## src/rtl/burst_accum_pkg.sv

```systemverilog
// Shared definitions for burst_accum: FSM encoding, default sizes, adder mode.
// Optional feature macro: BURST_ACCUM_SATURATE_EN (clamp the sum instead of wrapping).
package burst_accum_pkg;

  typedef enum logic {
    ST_ACC  = 1'b0,
    ST_HOLD = 1'b1
  } state_e;

  localparam int unsigned N_DEF = 32;
  localparam int unsigned K_DEF = 4;

`ifdef BURST_ACCUM_SATURATE_EN
  localparam bit SAT_EN = 1'b1;
`else
  localparam bit SAT_EN = 1'b0;
`endif

endpackage

```

## src/rtl/burst_accum_accum_add.sv

```systemverilog
// accum_add: N-bit unsigned add with carry out; optional clamp to all-ones on carry.
module accum_add #(
  parameter int unsigned N   = 32,
  parameter bit          SAT = 1'b0
) (
  input  logic [N-1:0] a,
  input  logic [N-1:0] b,
  output logic [N-1:0] sum_c,
  output logic         carry_c
);

  logic [N:0] raw;

  // One carry bit of growth only; the carry selects the clamp in saturate mode.
  assign raw     = {1'b0, a} + {1'b0, b};
  assign carry_c = raw[N];
  assign sum_c   = (SAT && raw[N]) ? {N{1'b1}} : raw[N-1:0];

endmodule

```

## src/rtl/burst_accum.sv

```systemverilog
// burst_accum: reads K words from an upstream FIFO, sums them, presents the
// result with a valid/ready handshake and a sticky overflow flag.
// Optional feature macro: BURST_ACCUM_SATURATE_EN (sum clamps at all-ones).
module burst_accum
  import burst_accum_pkg::*;
#(
  parameter int unsigned N = N_DEF,
  parameter int unsigned K = K_DEF
) (
  input  logic         clk,
  input  logic         rst,
  input  logic         fifo_empty,
  output logic         fifo_rd_en,
  input  logic [N-1:0] fifo_dout,
  output logic [N-1:0] res_data,
  output logic         res_valid,
  input  logic         res_ready,
  output logic         res_ovf
);

  localparam int unsigned CW = $clog2(K + 1);

  state_e        state_q, state_d;
  logic          run_q;
  logic          rd_q;
  logic [CW-1:0] issued_q;
  logic [CW-1:0] captured_q;
  logic [N-1:0]  acc_q;
  logic          ovf_q;
  logic [N-1:0]  add_sum;
  logic          add_carry;
  logic          last_cap_c;
  logic          handshake_c;

  accum_add #(.N(N), .SAT(SAT_EN)) u_add (
    .a       (acc_q),
    .b       (fifo_dout),
    .sum_c   (add_sum),
    .carry_c (add_carry)
  );

  // Read strobe; run_q holds it off until the first edge after reset release.
  assign fifo_rd_en  = run_q && (state_q == ST_ACC) && !fifo_empty && (issued_q < CW'(K));
  assign last_cap_c  = rd_q && (captured_q == CW'(K - 1));
  assign handshake_c = res_valid && res_ready;

  // State register.
  always_ff @(posedge clk or negedge rst) begin
    if (!rst) state_q <= ST_ACC;
    else      state_q <= state_d;
  end

  // Next-state: leave ACC on the K-th capture, leave HOLD on handshake.
  always_comb begin
    state_d = state_q;
    if (state_q == ST_ACC) begin
      if (last_cap_c) state_d = ST_HOLD;
    end else begin
      if (handshake_c) state_d = ST_ACC;
    end
  end

  // Datapath: issue/capture counters, accumulator, result registers.
  always_ff @(posedge clk or negedge rst) begin
    if (!rst) begin
      run_q      <= 1'b0;
      rd_q       <= 1'b0;
      issued_q   <= '0;
      captured_q <= '0;
      acc_q      <= '0;
      ovf_q      <= 1'b0;
      res_data   <= '0;
      res_valid  <= 1'b0;
      res_ovf    <= 1'b0;
    end else begin
      run_q <= 1'b1;
      rd_q  <= fifo_rd_en;
      if (fifo_rd_en) issued_q <= issued_q + CW'(1);
      if (rd_q) begin
        acc_q      <= add_sum;
        ovf_q      <= ovf_q | add_carry;
        captured_q <= captured_q + CW'(1);
      end
      if (last_cap_c) begin
        res_data  <= add_sum;
        res_ovf   <= ovf_q | add_carry;
        res_valid <= 1'b1;
      end
      // A handshake only happens in HOLD, where no capture can be pending.
      if (handshake_c) begin
        acc_q      <= '0;
        issued_q   <= '0;
        captured_q <= '0;
        ovf_q      <= 1'b0;
        res_valid  <= 1'b0;
      end
    end
  end

endmodule

```

## config.mk

```make
export PLATFORM = sky130hd
export DESIGN_NAME = burst_accum
export DESIGN_NICKNAME = d
export VERILOG_FILES = /design/src/rtl/burst_accum_pkg.sv /design/src/rtl/burst_accum_accum_add.sv /design/src/rtl/burst_accum.sv
export SDC_FILE = /design/constraint.sdc
export NUM_CORES = 1
export LEC_CHECK = 0
export ABC_AREA = 1
export BUFFER_PORTS_ARGS = -buffer_cell sky130_fd_sc_hd__buf_2
export CAP_MARGIN = 20
export CORE_ASPECT_RATIO = 0.5
export CORE_MARGIN = 3
export CORE_UTILIZATION = 65
export CTS_BUF_LIST = sky130_fd_sc_hd__clkbuf_4 sky130_fd_sc_hd__clkbuf_8
export CTS_CLUSTER_DIAMETER = 60
export DETAILED_ROUTE_END_ITERATION = 10
export PLACE_DENSITY = 0.95
export SLEW_MARGIN = 20
export SYNTH_ARGS = -nofsm -noshare
export SYNTH_HDL_FRONTEND = slang
export SYNTH_SLANG_ARGS = --single-unit
```

## constraint.sdc

```tcl
create_clock -name clk -period 5 [get_ports clk]
set_clock_uncertainty 0.05 [all_clocks]
set_input_delay 0 -clock clk [delete_from_list [all_inputs] [get_ports clk]]
set_output_delay 0 -clock clk [all_outputs]
set_load 0.05 [all_outputs]
```

Word level (Yosys, flattened, before mapping)

Index checks and enable logic that the tools add are counted.

Bits in registers: 76
Bits of input ports: 36
Output and inout bits: 35
Word-level logic and storage cells: 39

$add $sub $neg: 3
$lt $le $gt $ge: 1
Eq/ne operators: 1
Multiplexer cells: 13
Bitwise logic cells: 2
Reduce and logical (&&, ||, !) cells: 9

Operators with widths:

| cell                                          | count |
|---|---|
| 2-to-1 mux 32 bit                             | 2 |
| adder 32 x 32 -> 33 bit                       | 1 |
| 2-to-1 mux 3 bit                              | 4 |
| 2-to-1 mux 1 bit                              | 7 |
| adder 3 x 1 -> 3 bit, second input constant   | 2 |
| nonzero test 2 bit                            | 3 |
| logical AND 1 bit                             | 5 |
| == test 3 x 2 -> 1 bit, second input constant | 1 |
| < comparator 3 bit, second input constant     | 1 |
| logical NOT 1 bit                             | 1 |
| inverter 1 bit                                | 1 |
| OR 1 bit                                      | 1 |

Depth between registers and ports, before layout

Gate-level depths: netlist (run 1).

Depth after elaboration: 6
Mapped depth: 14
Depth with buffers taken out: 14

Cells and area by module

From an unflattened synthesis (run 1), not the netlist that was laid out.

Cell total of the unflattened synthesis: 808
Area, all modules: 5517.8 µm²

Modules (own cells, without submodules):

| module      | instances | cells an instance | area an instance (µm²) | seq. area each (µm²) |
|---|---|---|---|---|
| burst_accum | 1         | 303               | 3094.2                 | 1901.8 |
| accum_add   | 1         | 505               | 2423.6                 | 0.0 |

Least setup slack after synthesis (run 1)

OpenSTA, ideal clock, no wires.

Path type: reg2reg
Start: register acc_q[0]
End: register res_data[16]
Library setup time: 0.118 ns
Arrival time: 1.794 ns
Required time: 4.832 ns
Setup slack: 3.038 ns
Stages on the path, launching flop included: 12
Buffers on the path: 0
Period minus slack after synthesis: 1.962 ns
Cells stage by stage: dfrtp_1 > ha_1 > fa_1 > nand3_1 > nand3_1 > nand2_1 > nand2_1 > nand2_1 > nand2_1 > or2_1 > nand3_1 > nand2_1

Longest elaborated chain between the ends: 1

Ends and longest elaborated chain:

| item                    | RTL line                    | source |
|---|---|---|
| from (decl)             | burst_accum.sv:28           | `logic [N-1:0] acc_q;` |
| from (signal assigned)  | burst_accum.sv:80           | `acc_q <= add_sum;` |
| adder 32 x 32 -> 33 bit | burst_accum_accum_add.sv:15 | `assign raw = {1'b0, a} + {1'b0, b};` |
| to (signal assigned)    | burst_accum.sv:85           | `res_data <= add_sum;` |
| to (decl)               | burst_accum.sv:15           | `output logic [N-1:0] res_data,` |

Every way passes these cells.
A chain may end at the register's enable or synchronous reset.

Worst setup path in the final report (run 1)

Start: register acc_q[0]
End: register res_data[28]

Same word-level chain as after synthesis.

==> out/qor.txt, run 1 <==
Outcome: complete, but fails checks
Failing checks: negative hold slack
Clock sink total: 76
IO Count: 71
Async SR Flop Fraction: 100%
Startpoint types: register
Switching Share: 25.8%
Worst vdd ir: 0.130 mV
Flop2flop setup slack: 2.70 ns
Max Clk Rate: 435 MHz
Sequential share of power: 50.7%
Clock power frac: 41.4%
Starting Density: 69.2%
Antenna violations before repair: 0
DRT iter0 DRCs: 494
Final setup fails: 0
Multiplexer share of the synthesized area: 0%
Total Routed Length: 14600 um
Share of layout cells above drive strength 1: 11.7%
RSZ-0062 raised after global routing: false
Synth Register Bits: 76
WP buf/inv: 0
Power Density: 204 mW/mm2
Die X: 133 um
Fillcell total: 598
Antenna-violating nets left: 0
Clock root cell: clkbuf_8
Synth cell types: 27
Seq/Total Area, Yosys: 36.2%
GRT Total Usage: 32.9%
Final Cycle Share: 45.9%
Final Hold Viols: 1
CP cell instances: ha_1 > fa_1 > nand3_1 > nand3_1 > nand3_1 > nand3b_1 > nand2_1 > nand3_1 > nand3_1 > nand2_1
Largest net degree at the start of global routing: 77
Worst-path clk slew: 0.08 ns
Hold_ws: -0.00273 ns
Max clock buf depth: 2
Most frequent cells in the layout: 335 x nand2_1, 122 x inv_1, 76 x dfrtp_1, 69 x buf_2, 60 x nand3_1
Post-Syn Nets: 865
Final net count: 936
Gate power share: 7.9%
Remaining global-route overflow: 0
Measured slew at the worst slew-check pin: 0.953 ns
P_int: 898 uW
Maxcap violations: 0
Detailed Routing Iterations Pass 1: 6
Mapped Cells: 793
CP endpoint kind: register
Netlist Area Pre-Place: 0.00526 mm2
Main combinational cell family by area after synthesis: simple AND/OR/NAND/NOR gates
Commonest non-fill, non-tap cell in the layout: nand2_1
Number of global-route vias before repair: 5096
GPL Wtd Cong: 0.972
Crit-path slowest cell: fa_1
Critical path's top delay family: simple AND/OR/NAND/NOR gates
Final min period: 2.30 ns
Clk_lat worst skew: 0.38 ns
Core box area: 0.00760 mm2
FP Rows: 22
Max FO, Critical Path: 4
Number of flops mapped to enable cells by yosys: 0
Antenna cells: 0
Vias per cell: 5.28
Wire per inst: 15.0 um
Resize count post-CTS: 0
H-tree Lvls: 3
Worst EP required: 5.21 ns
Fin Setup TNS: 0 ns
Port bufs: 70
TritonCTS buffer count: 9
Synth Area in Simple Gates: 36.7%
XOR/XNOR share of the synthesized area: 2.50%
Hold WC Path Type: in2reg
Top_reg_cell synth: dfrtp_1
Mapped Avg Cell Area: 6.63 um2
P_sw: 313 uW
Leakage: 0.00350 uW
Area of the multi-input gates: 0.00285 mm2
Vias: 5163
First-pass GRT wire length: 24300 um
Synth warn: 0
Die height: 69.6 um
Relative slew slack: 36.5%
Max Slew Vio Count: 0
Sequential Area: 0.00190 mm2
CP arrival: 2.51 ns
Share of synthesized cell area in full adder, half adder and majority cells: 8.71%
DP HPWL: 11100 um
CP max stage delay: 0.46 ns
Die Area: 0.00927 mm2
Most frequent CP cell: nand3_1
Drt drc: 0
Final core utilization: 78.0%
CTS tree: yes
Synthesis-to-finish area growth: 12.8%
Setup CP Type: reg2reg
Compound-Gate Fraction of Synth Area: 6.04%
[cell families (layout without fill, tap and decap cells)]
logic type / Yosys count / after routing
other: 1 / 1
adders and majority gates: 36 / 36
buffers and inverters: 135 / 211
AOI/OAI and AO/OA: 60 / 60
xor gates and xnor gates: 15 / 15
DFF: 76 / 76
and+or+nand+nor: 470 / 470
[layout make-up]
class | instances | share of cell area, %
clock inverter | 5 | 1.01
inverter | 122 | 7.72
multi-input combinational | 582 | 48.0
sequential | 76 | 32.1
clock buffer | 11 | 2.45
timing repair buffer | 73 | 6.42
tap | 108 | 2.28
[cells in the mapped netlist, types with 3 or more instances]
master | n | area, um2
a21oi_1 | 21 | 105
buf_2 | 5 | 25.0
clkbuf_1 | 8 | 30.0
dfrtp_1 | 76 | 1900
ha_1 | 35 | 438
inv_1 | 122 | 458
nand2_1 | 335 | 1260
nand2_2 | 7 | 43.8
nand3_1 | 60 | 300
nand3b_1 | 5 | 37.5
nand4_1 | 3 | 18.8
nor2_1 | 44 | 165
nor2_2 | 7 | 43.8
nor3_1 | 3 | 15.0
o21ai_0 | 26 | 130
o21ai_1 | 7 | 35.0
o21bai_1 | 3 | 22.5
xnor2_1 | 11 | 96.3
xor2_1 | 4 | 35.0
[metrics by stage]
step                      hold WS, ns  instance area [um2]  power (uW)  worst slack (ns)  cells
after floorplan                -0.346                 5260         679              3.04    793
after global placement          0.144                 5700         718              2.89    959
after detailed placement        0.161                 5700         720              2.74    959
after CTS                     0.00572                 5930        1210              2.73    977
after global routing           0.0405                 5930        1250              2.49    977
final                        -0.00273                 5930        1210              2.70    977
[tightest hold or removal path, cell delays in order]
cell,delay (ns)
buf_2,0.07
nand2_1,0.15
nand2_1,0.11
nand2_1,0.05
[power groups by stage]
stage	sequential (uW)	clock [uW]	combinational, uW
after detailed placement	627	0	93.3
after global placement	627	0	91.1
after CTS	614	499	95.6
after floorplan	627	0	51.9
after global routing	615	533	107
final	615	501	95.9
[path summary, 6_finish.rpt]
kind                                          start                       end  cells past startpoint
max in group asynchronous                       rst  res_data[31]$_DFFE_PN0P_                      2
setup reg to reg               acc_q[0]$_DFFE_PN0P_  res_data[28]$_DFFE_PN0P_                     10
min in group asynchronous                       rst   res_data[7]$_DFFE_PN0P_                      2
hold reg to reg            res_data[17]$_DFFE_PN0P_  res_data[17]$_DFFE_PN0P_                      2
setup / recovery               acc_q[0]$_DFFE_PN0P_  res_data[28]$_DFFE_PN0P_                     10
hold / removal                            res_ready         ovf_q$_DFFE_PN0P_                      4
[per-layer routing]
metal  up-vias  global-route usage [%]  part of all wire (%)
li1       2589                       -                     -
met1      2367                    43.6                    45
met2       182                    54.3                    47
met3        25                    7.54                   6.6
met4         0                    9.92                   1.5
met5         -                       0                     0
[registers in the layout, indices dropped and copies added, names as in the netlist]
name,count
run_q,1
res_data,32
captured_q,3
acc_q,32
issued_q,3
state_q,1
res_ovf,1
res_valid,1
ovf_q,1
rd_q,1
[repair_timing]
item,4_1_cts,5_1_grt
hold buffers,2,0
hold endpoints to repair,78,0
setup endpoints to repair,0,0
buffers inserted,0,0
Note: power is estimated with default switching activity, not from simulation.
==> run 2: changes to the inputs <==
--- a/config.mk
+++ b/config.mk
@@ -10,11 +10,11 @@
 export CAP_MARGIN = 20
 export CORE_ASPECT_RATIO = 0.5
 export CORE_MARGIN = 3
-export CORE_UTILIZATION = 65
+export CORE_UTILIZATION = 60
 export CTS_BUF_LIST = sky130_fd_sc_hd__clkbuf_4 sky130_fd_sc_hd__clkbuf_8
 export CTS_CLUSTER_DIAMETER = 60
 export DETAILED_ROUTE_END_ITERATION = 10
-export PLACE_DENSITY = 0.95
+export PLACE_DENSITY = 0.91
 export SLEW_MARGIN = 20
 export SYNTH_ARGS = -nofsm -noshare
 export SYNTH_HDL_FRONTEND = slang
==> constraint.sdc (replaced) <==
create_clock -name clk -period 2.2 [get_ports clk]
set_clock_uncertainty 0.05 [all_clocks]
set_input_delay 0 -clock clk [delete_from_list [all_inputs] [get_ports clk]]
set_output_delay 0 -clock clk [all_outputs]
set_load 0.05 [all_outputs]
==> run 2 against run 1 <==
The flow now finishes without violations. Critical endpoint is now res_data[16]$_DFFE_PN0P_. First-iteration DRC count is 6.9% lower. Maximum frequency is 8.7% higher. Largest power group unchanged. Highest routed layer unchanged. Wire length down 3.2%.
==> out/qor.txt, run 2 (same netlist as run 1, synthesis figures left out) <==
Outcome: complete, no violations
Startpoint types: register
Starting Density: 63.7%
DP HPWL: 10600 um
Antenna cells: 0
Clock root cell: clkbuf_8
Relative slew slack: 33.2%
Largest net degree at the start of global routing: 77
Synthesis-to-finish area growth: 14.0%
CTS tree: yes
Setup ws final: 0.0876 ns
Number of global-route vias before repair: 4924
Max Slew Vio Count: 0
Flop2flop setup slack: 0.09 ns
Worst EP required: 2.41 ns
Hold EP: res_data[0]$_DFFE_PN0P_
Fillcell total: 700
Vias per cell: 5.27
Die Area: 0.00999 mm2
Worst r2r dst: res_data[16]$_DFFE_PN0P_
Max FO, Critical Path: 3
Die height: 72.2 um
Max Clk Rate: 473 MHz
Commonest non-fill, non-tap cell in the layout: nand2_1
Setup CP Type: reg2reg
Port bufs: 70
Final net count: 942
Max clock buf depth: 2
Hold path cells: 4
Final setup fails: 0
Sequential Area: 0.00190 mm2
H-tree Lvls: 3
Worst vdd ir: 0.308 mV
Final Cycle Share: 96.0%
Wire per inst: 14.3 um
GPL Wtd Cong: 0.982
Most frequent cells in the layout: 335 x nand2_1, 122 x inv_1, 76 x dfrtp_1, 69 x buf_2, 59 x nand3_1
Core box area: 0.00826 mm2
Drt drc: 0
GRT Total Usage: 28.9%
Fin Setup TNS: 0 ns
First-pass GRT wire length: 23100 um
Launching point of the worst reg2reg path: acc_q[0]$_DFFE_PN0P_
Area of the multi-input gates: 0.00287 mm2
Vias: 5202
Most frequent CP cell: nand2_1
Hold_sp: fifo_dout[0]
Worst-path clk slew: 0.09 ns
Measured slew at the worst slew-check pin: 1.00 ns
Hold WC Path Type: in2reg
Total power: 2730 uW
Maxcap violations: 0
R2R depth: 11
Total Routed Length: 14200 um
Post-CTS setup buffers: 0
Antenna-violating nets left: 0
CP cell instances: ha_1 > fa_2 > nand3_1 > nand3_2 > nand2_1 > nand2_1 > nand2_1 > nand2_1 > or2_1 > nand3_1 > nand2_1
Share of layout cells above drive strength 1: 12.8%
Leakage: 0.00353 uW
Final min period: 2.11 ns
Detailed Routing Iterations Pass 1: 5
IO Count: 71
Clock sink total: 76
Crit-path slowest cell: dfrtp_1
Largest regs: acc_q: 32 flops, res_data: 32 flops
Remaining global-route overflow: 0
Final core utilization: 72.6%
CP endpoint kind: register
Clk_lat worst skew: 0.37 ns
Final Hold Viols: 0
Power Density: 456 mW/mm2
Die X: 138 um
TritonCTS buffer count: 9
CP max stage delay: 0.40 ns
Pre-CTS setup slack: 0.0727 ns
CP arrival: 2.33 ns
FP Rows: 23
Antenna violations before repair: 0
DRT iter0 DRCs: 460
-- run 2: worst max-delay path by stage --
| stage | to | slack (ns) | from | cells after the start |
|---|---|---|---|---|
| after floorplan | res_data[16]$_DFFE_PN0P_ | 0.24 | acc_q[0]$_DFFE_PN0P_ | 11 |
| after global placement | res_data[25]$_DFFE_PN0P_ | 0.15 | acc_q[8]$_DFFE_PN0P_ | 10 |
| after detailed placement | res_data[16]$_DFFE_PN0P_ | 0.07 | acc_q[0]$_DFFE_PN0P_ | 11 |
| after global routing | res_data[25]$_DFFE_PN0P_ | -0.06 | acc_q[6]$_DFFE_PN0P_ | 10 |
| after CTS | res_data[16]$_DFFE_PN0P_ | 0.05 | acc_q[0]$_DFFE_PN0P_ | 11 |
| final | res_data[16]$_DFFE_PN0P_ | 0.09 | acc_q[0]$_DFFE_PN0P_ | 11 |
-- run 2: area by class of cell --
class                   count  share of cell area, %
repair buffers             79                   7.14
clock inverters             7                   1.23
well taps                 112                   2.34
clock buffers               9                   2.07
inverters                 122                   7.64
multi-input cells         582                   47.9
flip-flops and latches     76                   31.7
-- run 2: power breakdown --
part	internal (uW)	switching [uW]	total (uW)	leakage [uW]
clock	530	585	1110	0.000100
combinational	75.9	147	223	0.00255
sequential	1400	0.232	1400	0.000882
-- run 2: routing by layer --
layer	global-route usage, %	routed length (um)
met3	5.00	1060
met4	10.6	357
met2	47.1	6360
met1	39.5	6370
met5	0	0
-- run 2: through the flow --
| step | std cells | instance area (um2) | hold WS [ns] |
|---|---|---|---|
| 6_report | 987 | 5990 | 0.0338 |
| 5_1_grt | 987 | 5990 | 0.0650 |
| 4_1_cts | 987 | 5970 | 0.0358 |
| 3_5_place_dp | 968 | 5740 | 0.177 |
| 3_3_place_gp | 968 | 5740 | 0.157 |
| 2_1_floorplan | 793 | 5260 | -0.346 |
-- run 2: timing repair --
item                       in CTS  in global routing
setup endpoints to repair       0                 25
hold buffers                    3                  0
hold endpoints to repair       82                  0
gates resized for setup         0                  6
-- run 2: critical path: cells and delay by family, from the launching register on --
family / cells / cell delay (ns)
and+or+nand+nor: 9 / 0.95
adders and majority gates: 2 / 0.61
DFF: 1 / 0.40
